`config.mk`:
```
export PLATFORM = sky130hd
export DESIGN_NAME = demux_scan_ctrl_flat
export DESIGN_NICKNAME = d
export VERILOG_FILES = /design/src/rtl/demux_pkg.sv /design/src/rtl/demux_scan_ctrl_if.sv /design/src/rtl/demux_next_ch.sv /design/src/rtl/demux_scan_ctrl.sv /design/src/flat_wrapper.sv
export SDC_FILE = /design/constraint.sdc
export NUM_CORES = 1
export LEC_CHECK = 0
export CAP_MARGIN = 30
export CORE_UTILIZATION = 35
export DETAILED_ROUTE_END_ITERATION = 10
export PLACE_DENSITY_LB_ADDON = 0.1
export SLEW_MARGIN = 20
export SYNTH_ARGS = -nofsm -noshare
export SYNTH_HDL_FRONTEND = slang
export SYNTH_SLANG_ARGS = --single-unit
```
`constraint.sdc`:
```
create_clock -name clk -period 4.8 [get_ports clk]
set_clock_uncertainty 0.1 [all_clocks]
set_input_delay 0.72 -clock clk [delete_from_list [all_inputs] [get_ports clk]]
set_output_delay 0.72 -clock clk [all_outputs]
set_load 0.005 [all_outputs]
```
`src/rtl/demux_pkg.sv`:
```
// Shared types and sizing for the demux scan controller.
package demux_pkg;

    localparam int NUM_CH = 8;
    localparam int SEL_W  = 3;

    typedef enum logic [1:0] {
        IDLE  = 2'd0,
        SHIFT = 2'd1,
        DONE  = 2'd2
    } state_t;

endpackage

```
`src/rtl/demux_scan_ctrl_if.sv`:
```
// Word handshake in, demux drive and status out.
interface demux_scan_ctrl_if;
    import demux_pkg::*;

    logic [NUM_CH-1:0] data_in;
    logic [NUM_CH-1:0] mask_in;
    logic              valid_in;
    logic              ready_out;
    logic              dmx_in;
    logic [SEL_W-1:0]  dmx_sel;
    logic              dmx_en;
    logic              busy;
    logic              done;

    modport master (
        output data_in, mask_in, valid_in,
        input  ready_out, dmx_in, dmx_sel, dmx_en, busy, done
    );

    modport slave (
        input  data_in, mask_in, valid_in,
        output ready_out, dmx_in, dmx_sel, dmx_en, busy, done
    );
endinterface

```
`src/rtl/demux_next_ch.sv`:
```
// Lowest set mask bit strictly above idx_i; start_i treats idx as -1.
module demux_next_ch
    import demux_pkg::*;
(
    input  logic [NUM_CH-1:0] mask_i,
    input  logic [SEL_W-1:0]  idx_i,
    input  logic              start_i,
    output logic [SEL_W-1:0]  ch_o,
    output logic              none_o
);

    // Descending scan so the lowest qualifying bit is the last one written.
    always_comb begin
        ch_o   = '0;
        none_o = 1'b1;
        for (int i = NUM_CH - 1; i >= 0; i--) begin
            if (mask_i[i] && (start_i || (SEL_W'(i) > idx_i))) begin
                ch_o   = SEL_W'(i);
                none_o = 1'b0;
            end
        end
    end

endmodule

```
`src/rtl/demux_scan_ctrl.sv`:
```
// Serialises a captured word onto a 1x8 demux, one enabled channel at a time.
//   state | meaning
//   IDLE  | ready for a word, all drive outputs low
//   SHIFT | driving dmx_in/dmx_sel for the current channel
//   DONE  | one-cycle completion pulse, then back to IDLE
module demux_scan_ctrl
    import demux_pkg::*;
#(
    parameter int HOLD_CYCLES = 1
) (
    input  logic               clk,
    input  logic               rst,
    demux_scan_ctrl_if.slave   bus
);

    localparam logic [3:0] HOLD_LD = 4'(HOLD_CYCLES - 1);

    state_t            state_q, state_d;
    logic [NUM_CH-1:0] data_q,  data_d;
    logic [NUM_CH-1:0] mask_q,  mask_d;
    logic [3:0]        hold_q,  hold_d;
    logic [SEL_W-1:0]  sel_q,   sel_d;
    logic              din_q,   din_d;

    logic              in_idle;
    logic [NUM_CH-1:0] scan_mask;
    logic [SEL_W-1:0]  nxt_ch;
    logic              nxt_none;

    assign in_idle = (state_q == IDLE);

    // In IDLE the search runs over the incoming mask so the first channel
    // can be registered on the accept edge itself.
    assign scan_mask = in_idle ? bus.mask_in : mask_q;

    demux_next_ch u_next_ch (
        .mask_i  (scan_mask),
        .idx_i   (sel_q),
        .start_i (in_idle),
        .ch_o    (nxt_ch),
        .none_o  (nxt_none)
    );

    always_comb begin
        state_d = state_q;
        data_d  = data_q;
        mask_d  = mask_q;
        hold_d  = hold_q;
        sel_d   = sel_q;
        din_d   = din_q;
        case (state_q)
            IDLE: begin
                if (bus.valid_in) begin
                    data_d = bus.data_in;
                    mask_d = bus.mask_in;
                    if (nxt_none) begin
                        state_d = DONE;
                    end else begin
                        state_d = SHIFT;
                        sel_d   = nxt_ch;
                        din_d   = bus.data_in[nxt_ch];
                        hold_d  = HOLD_LD;
                    end
                end
            end
            SHIFT: begin
                if (hold_q != 4'd0) begin
                    hold_d = hold_q - 4'd1;
                end else if (nxt_none) begin
                    state_d = DONE;
                    sel_d   = '0;
                    din_d   = 1'b0;
                end else begin
                    sel_d  = nxt_ch;
                    din_d  = data_q[nxt_ch];
                    hold_d = HOLD_LD;
                end
            end
            DONE: begin
                state_d = IDLE;
                sel_d   = '0;
                din_d   = 1'b0;
                hold_d  = 4'd0;
            end
            default: begin
                state_d = IDLE;
                sel_d   = '0;
                din_d   = 1'b0;
                hold_d  = 4'd0;
            end
        endcase
    end

    always_ff @(posedge clk or posedge rst) begin
        if (rst) begin
            state_q <= IDLE;
            data_q  <= '0;
            mask_q  <= '0;
            hold_q  <= 4'd0;
            sel_q   <= '0;
            din_q   <= 1'b0;
        end else begin
            state_q <= state_d;
            data_q  <= data_d;
            mask_q  <= mask_d;
            hold_q  <= hold_d;
            sel_q   <= sel_d;
            din_q   <= din_d;
        end
    end

    assign bus.ready_out = in_idle;
    assign bus.dmx_en    = (state_q == SHIFT);
    assign bus.dmx_sel   = sel_q;
    assign bus.dmx_in    = din_q;
    assign bus.busy      = !in_idle;
    assign bus.done      = (state_q == DONE);

endmodule

```
`src/flat_wrapper.sv`:
```
// flat-port wrapper written by rule: the top's interface ports become plain ports
module demux_scan_ctrl_flat import demux_pkg::*;
#(
    parameter int HOLD_CYCLES = 1
)
  (clk, rst, bus_data_in, bus_mask_in, bus_valid_in, bus_ready_out, bus_dmx_in, bus_dmx_sel, bus_dmx_en, bus_busy, bus_done);
  demux_scan_ctrl_if bus_i ();
  input  logic clk;
  input  logic rst;
  input wire logic [$bits(bus_i.data_in)-1:0] bus_data_in;
  input wire logic [$bits(bus_i.mask_in)-1:0] bus_mask_in;
  input wire logic [$bits(bus_i.valid_in)-1:0] bus_valid_in;
  output wire logic [$bits(bus_i.ready_out)-1:0] bus_ready_out;
  output wire logic [$bits(bus_i.dmx_in)-1:0] bus_dmx_in;
  output wire logic [$bits(bus_i.dmx_sel)-1:0] bus_dmx_sel;
  output wire logic [$bits(bus_i.dmx_en)-1:0] bus_dmx_en;
  output wire logic [$bits(bus_i.busy)-1:0] bus_busy;
  output wire logic [$bits(bus_i.done)-1:0] bus_done;
  assign bus_i.data_in = bus_data_in;
  assign bus_i.mask_in = bus_mask_in;
  assign bus_i.valid_in = bus_valid_in;
  assign bus_ready_out = bus_i.ready_out;
  assign bus_dmx_in = bus_i.dmx_in;
  assign bus_dmx_sel = bus_i.dmx_sel;
  assign bus_dmx_en = bus_i.dmx_en;
  assign bus_busy = bus_i.busy;
  assign bus_done = bus_i.done;
  demux_scan_ctrl #(.HOLD_CYCLES(HOLD_CYCLES)) u_core (.clk(clk), .rst(rst), .bus(bus_i));
endmodule
```
==> qor.yml, run 1 <==
worst_setup_path:
  slowest_delay_ns: 0.60
  crit_buf_inv: 1
  worst_path_most_repeated_cell: "o22ai_1"
  crit_arrival_ns: 3.22
  path_delay_family: "compound AO/OA/AOI/OAI gates"
  reg2reg_slack_ns: 1.66
  worst-setup-path-type: "register to register"
  cp_slowest_cell: "dfrtp_1"
  crit_path_max_fanout: 15
  endpoint_kind: "register"
  start_kind: "register"
  worstPathCellList: "nor2_4, inv_2, a31oi_1, and2_1, o31a_1, mux2i_1, o22ai_1, o22ai_1, o31ai_1"
  required_ns: 4.88
synthesis:
  synth_area_per_cell_um2: 9.99
  ys_warn_count: 0
  synth_edf_count: 0
  synthTopCellsByArea: "dfrtp_1 (40%), mux2_2 (10%), mux2i_1 (5.7%)"
  ys_async_sr_fraction: 1.00
  seq_area_frac_synth: 0.399
  synthCells: 157
  syn_nets: 177
  synth_top_flop_cell: "dfrtp_1"
  synth_area_um2: 1570
  yosys.area.top_type_share: 0.399
  synth_top_cell_by_area: "dfrtp_1"
  synth_cell_types: 49
  ys_seq_elements: 25
finish:
  fill_cells: 413
  area_growth_pct: 20.1
  fin_nets: 200
  diodes: 0
  drive_gt1_frac: 0.156
  stdcell_count: 229
detailed_routing:
  highest_layer: "met4"
  drt_iter0_drc: 100
  vias: 1287
  dr.pass1.iters: 4
  ant_nets: 0
  met2_length_um: 1600
  vias_per_cell: 5.62
  wl_met1_um: 1820
  drt-total-wl_um: 3650
  avgRoutedWirePerCell_um: 15.9
  post-route-drc-count: 0
  met3_length_um: 176
global_route:
  grt_max_degree: 17
  grt_pass1_wl_um: 5870
  antenna_found_initial: 0
  grt_pass1_vias: 1258
  grt-ovfl-total: 0
  grt_use_total: 0.171
place:
  dp_slack_ns: 1.59
  place.gp.congestion: 0.787
  dp_cells: 225
  numPortBuffers: 26
  detailed_place_hpwl_um: 2700
clocking:
  cts_buffer_depth: 2
  post-cts-setup-buffers: 0
  cts_resized: 0
  cts_inserted_buffers: 3
  clk_latency_ns: 0.27
  cts_tree: "done"
  cts-root-buf: "clkbuf_8"
  hold_buffers: 0
  htreeDepth: 1
  clkTransAtPathRegs_ns: 0.09
  cts_sinks: 25
sta:
  tightest_slew_ns: 0.756
  max_freq_mhz: 319
  fin_crit_ns: 3.14
  final.setup.worst_slack_ns: 1.66
  hold_viol: 0
  slew_headroom: 0.496
  setup_violations: 0
  drv_slew: 0
  hold_ws_ns: 0.406
  fin_crit_sh: 0.653
  rsz0062_at_grt: "false"
  fin_setup_tns_ns: 0
die:
  start_util: 0.378
  io_pins: 27
  rows: 23
  core_um2: 4140
  dieArea_um2: 4750
  die_h_um: 68.9
  die_width_um: 68.9
job:
  max_cap_viol_count: 0
power:
  vdd_drop_max_mv: 0.228
  p_per_area_nw_per_um2: 653
  leakagePower_nw: 0.771
worst_hold_path:
  min_path_type: "register to register"
status:
  outcome: "finished clean"
final timing paths:
check                                              startpoint                             to  cells past startpoint
max in group asynchronous                                 rst   u_core.mask_q[2]$_DFFE_PP0P_                      3
min in group asynchronous                                 rst   u_core.data_q[5]$_DFFE_PP0P_                      2
worst min-delay path             u_core.mask_q[2]$_DFFE_PP0P_   u_core.mask_q[2]$_DFFE_PP0P_                      1
worst min register to register   u_core.mask_q[2]$_DFFE_PP0P_   u_core.mask_q[2]$_DFFE_PP0P_                      1
worst max register to register  u_core.state_q[1]$_DFFE_PP0P_  u_core.bus.dmx_in$_DFFE_PP0P_                      9
worst max-delay path            u_core.state_q[1]$_DFFE_PP0P_  u_core.bus.dmx_in$_DFFE_PP0P_                      9
per-stage QoR:
step	util	total power, mW	instance area [um^2]
2_1_floorplan	-	0.953	1570
3_3_place_gp	0.440	1.08	1820
3_5_place_dp	0.444	1.10	1840
4_1_cts	0.454	1.23	1880
5_1_grt	0.454	1.34	1880
6_report	0.454	1.23	1880
power by group:
group          internal (mW)  switching (mW)  total (mW)
combinational          0.345           0.360       0.705
sequential             0.308          0.0869       0.395
clock                 0.0595          0.0690       0.128
logic make-up (layout without fill, tap and decap cells):
group / Yosys count / in the layout / synth area share
adders and majority gates: 1 / 1 / 0.00798
DFF: 25 / 25 / 0.399
buffers and inverters: 17 / 39 / 0.0622
muxes: 23 / 23 / 0.158
and+or+nand+nor: 47 / 47 / 0.172
AOI/OAI and AO/OA: 44 / 44 / 0.200
cells in the mapped netlist, types with 2 or more instances:
master,count
mux2i_1,9
a21oi_1,8
nor2_1,14
mux2_2,14
a211oi_1,2
o22ai_1,4
nand2_1,5
dfrtp_1,25
clkbuf_1,4
inv_1,7
and2_1,2
nor3b_1,6
or3_1,2
buf_6,4
o21ai_1,3
nor2b_1,5
o21ai_0,6
o221ai_1,2
a31oi_1,2
nand3_1,3
a21o_1,2
area by class of cell:
class,instances,area [um^2],share of cell area
flip-flops and latches,25,626,0.332
well taps,50,62.6,0.0332
clock buffers,4,45.0,0.0239
inverters,8,30.0,0.0159
repair buffers,27,275,0.146
multi-input cells,115,845,0.449
state kept, by name, summed over array words and instances, names as in the netlist:
name                count
u_core.state_q          2
u_core.bus.dmx_in       1
u_core.bus.dmx_sel      3
u_core.mask_q           7
u_core.data_q           8
u_core.hold_q           4
layer usage:
| layer | up-vias | global-route usage |
|---|---|---|
| li1 | 620 | - |
| met1 | 621 | 0.233 |
| met2 | 41 | 0.262 |
| met3 | 5 | 0.0296 |
| met4 | 0 | 0.0791 |
| met5 | - | 0 |
cell usage in the layout (no fill, tap or decap), types with 4 or more instances in the layout:
cell type	Yosys	routed
mux2_2	14	14
inv_1	7	7
mux2i_1	9	9
clkdlybuf4s50_1	0	26
o21ai_0	6	6
dfrtp_1	25	25
a21oi_1	8	8
o22ai_1	4	4
nor3b_1	6	6
nand2_1	5	5
nor2_1	14	14
nor2b_1	5	5
Note: power is estimated with default switching activity, not from simulation.
==> run 2: changes to the inputs <==
clock period = 2.7 ns   (was 4.8 ns; I/O delays follow)
==> qor.yml, run 2 (synthesis gave the netlist of run 1 again) <==
status:
  outcome: "finished clean"
worst_setup_path:
  worst-setup-path-type: "register to register"
  r2r_cells: 9
  crit_arrival_ns: 2.52
  required_ns: 2.76
  cp_slowest_cell: "dfrtp_1"
  r2r-start: "u_core.bus.dmx_sel[2]$_DFFE_PP0P_"
  reg2reg_slack_ns: 0.24
  endpoint_kind: "register"
  crit_buf_inv: 1
  r2r_end: "u_core.bus.dmx_in$_DFFE_PP0P_"
  crit_path_max_fanout: 10
  path_delay_family: "simple AND/OR/NAND/NOR gates"
  start_kind: "register"
  slowest_delay_ns: 0.57
  worstPathCellList: "nor4b_2, buf_4, a211oi_1, o21ai_1, or3_1, nand2_2, o22ai_1, o41ai_2, o31ai_1"
place:
  dp_cells: 233
  dp_slack_ns: 0.0118
  detailed_place_hpwl_um: 2760
  place.gp.congestion: 0.815
  numPortBuffers: 26
clocking:
  cts_tree: "done"
  htreeDepth: 1
  cts_sinks: 25
  cts-root-buf: "clkbuf_8"
  cts_buffer_depth: 2
  clk_latency_ns: 0.27
  cts_inserted_buffers: 3
  clkTransAtPathRegs_ns: 0.10
job:
  max_cap_viol_count: 0
power:
  total_power_mw: 2.23
  leakagePower_nw: 0.813
  vdd_drop_max_mv: 0.420
  p_per_area_nw_per_um2: 1140
global_route:
  grt_pass1_wl_um: 5880
  grt_use_total: 0.169
  grt_pass1_vias: 1273
  grt_max_degree: 26
  grt-ovfl-total: 0
  antenna_found_initial: 0
sta:
  max_freq_mhz: 406
  fin_crit_ns: 2.46
  fin_crit_sh: 0.912
  fin_setup_tns_ns: 0
  hold_viol: 0
  final.setup.worst_slack_ns: 0.239
  setup_violations: 0
  hold_ws_ns: 0.375
  drv_slew: 0
  rsz0062_at_grt: "false"
  slew_headroom: 0.676
  tightest_slew_ns: 0.478
finish:
  final_common_cell: "clkdlybuf4s50_1"
  largest_reg_flops: 8
  layout_common_cells: "clkdlybuf4s50_1 (26), dfrtp_1 (25), nor2_1 (14), mux2_2 (14), mux2i_1 (9)"
  stdcell_count: 237
  fin_nets: 208
  largest_registers: "u_core.data_q (8), u_core.mask_q (7), u_core.hold_q (4)"
  regMostFlops: "u_core.data_q"
  area_growth_pct: 24.4
  drive_gt1_frac: 0.203
  diodes: 0
worst_hold_path:
  min_path_type: "input port to asynchronous set/reset pin"
detailed_routing:
  avgRoutedWirePerCell_um: 15.0
  drt_iter0_drc: 94
  dr.pass1.iters: 4
  post-route-drc-count: 0
  drt-total-wl_um: 3570
  vias: 1283
  ant_nets: 0
  vias_per_cell: 5.41
die:
  dieArea_um2: 4750
  die_width_um: 68.9
  start_util: 0.378
  core_um2: 4140
  io_pins: 27
  die_h_um: 68.9
  rows: 23
[run 2: cell types whose count changed in the layout (fill, tap and decap cells not counted), sizes merged]
cell and change:
clkbuf -1, buf +8, clkinv +1
[run 2: worst max path at each step]
| stage | from | end | slack [ns] | depth (start not counted) |
|---|---|---|---|---|
| 2_1_floorplan | u_core.state_q[1]$_DFFE_PP0P_ | u_core.bus.dmx_in$_DFFE_PP0P_ | 0.51 | 11 |
| 3_3_place_gp | bus_mask_in[0] | u_core.bus.dmx_in$_DFFE_PP0P_ | 0.02 | 9 |
| 3_5_place_dp | bus_mask_in[1] | u_core.bus.dmx_in$_DFFE_PP0P_ | 0.01 | 9 |
| 4_1_cts | u_core.state_q[0]$_DFFE_PP0P_ | u_core.bus.dmx_in$_DFFE_PP0P_ | 0.11 | 8 |
| 5_1_grt | u_core.bus.dmx_sel[2]$_DFFE_PP0P_ | u_core.bus.dmx_in$_DFFE_PP0P_ | 0.07 | 9 |
| 6_report | u_core.bus.dmx_sel[2]$_DFFE_PP0P_ | u_core.bus.dmx_in$_DFFE_PP0P_ | 0.24 | 9 |
[run 2: what timing repair did]
action                                  CTS  global route
buffers inserted                          0             0
endpoints found under the setup margin    0             1
resized for setup                         0             1
hold buffers                              0             0
[run 2: stage by stage]
step,cell area [um^2],util
6_report,1950,0.471
5_1_grt,1950,0.471
4_1_cts,1950,0.470
3_5_place_dp,1900,0.459
3_3_place_gp,1900,0.459
2_1_floorplan,1570,-
[run 2: metal layers]
layer / part of all wire / GRT usage / up-vias
li1: - / - / 634
met1: 0.49 / 0.234 / 625
met2: 0.47 / 0.273 / 22
met3: 0.029 / 0.0247 / 2
met4: 0.0059 / 0.0485 / 0
met5: 0 / 0 / -
[run 2: area by class of cell]
class | count | area [um^2]
fill | 406 | 2190
multi-input combinational | 115 | 846
sequential | 25 | 626
timing repair buffer | 35 | 340
tap | 50 | 62.6
clock buffer | 3 | 41.3
inverter | 8 | 30.0
clock inverter | 1 | 5.00
[run 2: power by group]
group	switching, mW	total (mW)	internal (mW)
Combinational	0.648	1.32	0.669
Sequential	0.142	0.690	0.548
Clock	0.119	0.222	0.103
Total	0.908	2.23	1.32
[run 2: worst min-delay path, cell delays in order]
cell and delay, ns:
clkdlybuf4s50_1 0.39, inv_1 0.05, buf_4 0.31
==> run 3: changes to the inputs <==
--- a/config.mk
+++ b/config.mk
@@ -10,3 +10,3 @@
 export DETAILED_ROUTE_END_ITERATION = 10
-export PLACE_DENSITY_LB_ADDON = 0.1
+export PLACE_DENSITY = 0.66
 export SLEW_MARGIN = 20
==> constraint.sdc (replaced) <==
create_clock -name clk -period 2.7 [get_ports clk]
set_clock_uncertainty 0.1 [all_clocks]
set_input_delay 0.54 -clock clk [delete_from_list [all_inputs] [get_ports clk]]
set_output_delay 0.54 -clock clk [all_outputs]
set_load 0.005 [all_outputs]
==> qor.yml, run 3 (synthesis gave the netlist of run 1 again) <==
place:
  dp_slack_ns: -0.221
  numPortBuffers: 26
  detailed_place_hpwl_um: 2710
  dp_cells: 236
  place.gp.congestion: 0.891
  placed_cell_area_um2: 1910
die:
  rows: 23
  die_h_um: 68.9
  io_pins: 27
  die_width_um: 68.9
  dieArea_um2: 4750
  start_util: 0.378
  core_um2: 4140
finish:
  regMostFlops: "u_core.data_q"
  stdcell_count: 240
  diodes: 0
  largest_reg_flops: 8
  fin_nets: 211
  final_common_cell: "clkdlybuf4s50_1"
  drive_gt1_frac: 0.211
  finalInstanceArea_um2: 1960
  area_growth_pct: 25.0
  largest_registers: "u_core.data_q (8), u_core.mask_q (7), u_core.hold_q (4)"
  layout_common_cells: "clkdlybuf4s50_1 (26), dfrtp_1 (25), nor2_1 (14), mux2_2 (14), buf_4 (12)"
detailed_routing:
  ant_nets: 0
  drt_iter0_drc: 84
  post-route-drc-count: 0
  vias_per_cell: 5.56
  avgRoutedWirePerCell_um: 15.2
  vias: 1334
  dr.pass1.iters: 4
  drt-total-wl_um: 3660
worst_setup_path:
  worstPathCellList: "clkdlybuf4s50_1, nor4_1, nor2b_1, o21ai_1, or3_1, nand2_2, o22ai_1, o41ai_2, o31ai_1"
  cp_slowest_cell: "or3_1"
  endpoint_kind: "register"
  r2r-start: "u_core.state_q[1]$_DFFE_PP0P_"
  crit_path_max_fanout: 5
  slowest_delay_ns: 0.51
  crit_arrival_ns: 2.66
  required_ns: 2.76
  path_delay_family: "simple AND/OR/NAND/NOR gates"
  worst-setup-path-type: "input port to register"
  startpoint: "bus_mask_in[0]"
  crit_buf_inv: 1
  start_kind: "input port"
sta:
  hold_viol: 0
  max_freq_mhz: 384
  hold_ws_ns: 0.411
  final.setup.worst_slack_ns: 0.0965
  slew_headroom: 0.656
  drv_slew: 0
  rsz0062_at_grt: "false"
  tightest_slew_ns: 0.508
  setup_violations: 0
  fin_crit_sh: 0.964
  fin_crit_ns: 2.60
clocking:
  clkTransAtPathRegs_ns: 0.08
  cts_sinks: 25
  htreeDepth: 1
  post-cts-setup-buffers: 0
  cts_buffer_depth: 2
  cts_tree: "done"
  clk_latency_ns: 0.27
  cts_inserted_buffers: 3
  cts-root-buf: "clkbuf_8"
global_route:
  antenna_found_initial: 0
  grt-ovfl-total: 0
  grt_pass1_vias: 1249
  grt_max_degree: 26
  grt_pass1_wl_um: 5790
  grt_use_total: 0.166
worst_hold_path:
  min_path_type: "register to register"
  hold_start: "u_core.data_q[3]$_DFFE_PP0P_"
power:
  vdd_drop_max_mv: 0.458
  total_power_mw: 2.27
  leakagePower_nw: 0.822
  p_per_area_nw_per_um2: 1160
job:
  max_cap_viol_count: 0
status:
  outcome: "finished clean"
-- run 3: changes by cell type in the layout (fill, tap and decap cells not counted) --
cell and change:
clkinv_2 -1, buf_12 -1, buf_4 +4, clkbuf_1 +1
-- run 3: path summary, 6_finish.rpt --
check,to,slack (ns),cells past startpoint
min reg2reg,u_core.data_q[3]$_DFFE_PP0P_,0.41,1
min,u_core.data_q[3]$_DFFE_PP0P_,0.41,1
min in group asynchronous,u_core.data_q[5]$_DFFE_PP0P_,0.50,3
max reg2reg,u_core.bus.dmx_in$_DFFE_PP0P_,0.18,9
max,u_core.bus.dmx_in$_DFFE_PP0P_,0.1,9
max in group asynchronous,u_core.mask_q[2]$_DFFE_PP0P_,1.76,3
-- run 3: cell type report --
class	count	area, um^2
Fill cell	400	2180
Multi-Input combinational cell	115	846
Sequential cell	25	626
Timing Repair Buffer	38	350
Tap cell	50	62.6
Clock buffer	4	45.0
Inverter	8	30.0
-- run 3: through the flow --
step / TNS (ns) / utilization
floorplan: 0 / -
global placement: -0.119 / 0.462
detailed placement: -0.395 / 0.462
CTS: 0 / 0.473
global route: 0 / 0.473
finish: 0 / 0.473
-- run 3: timing repair --
action	in CTS	in global routing
hold buffers	0	0
endpoints found under the hold margin	0	0
gates resized for setup	0	1
endpoints found under the setup margin	0	1
-- run 3: metal layers --
| layer | vias to the layer above | part of all wire | wire [um] | GRT usage |
|---|---|---|---|---|
| li1 | 643 | - | - | - |
| met1 | 652 | 0.46 | 1660 | 0.224 |
| met2 | 34 | 0.48 | 1750 | 0.272 |
| met3 | 5 | 0.051 | 187 | 0.0164 |
| met4 | 0 | 0.014 | 53 | 0.0612 |
| met5 | - | 0 | 0 | 0 |
-- run 3: power by group --
part	internal, mW	switching [mW]	total (mW)	leakage (nW)
logic	0.692	0.652	1.34	0.494
clock network	0.106	0.119	0.225	0.0228
registers	0.549	0.152	0.700	0.306
total	1.35	0.924	2.27	0.822
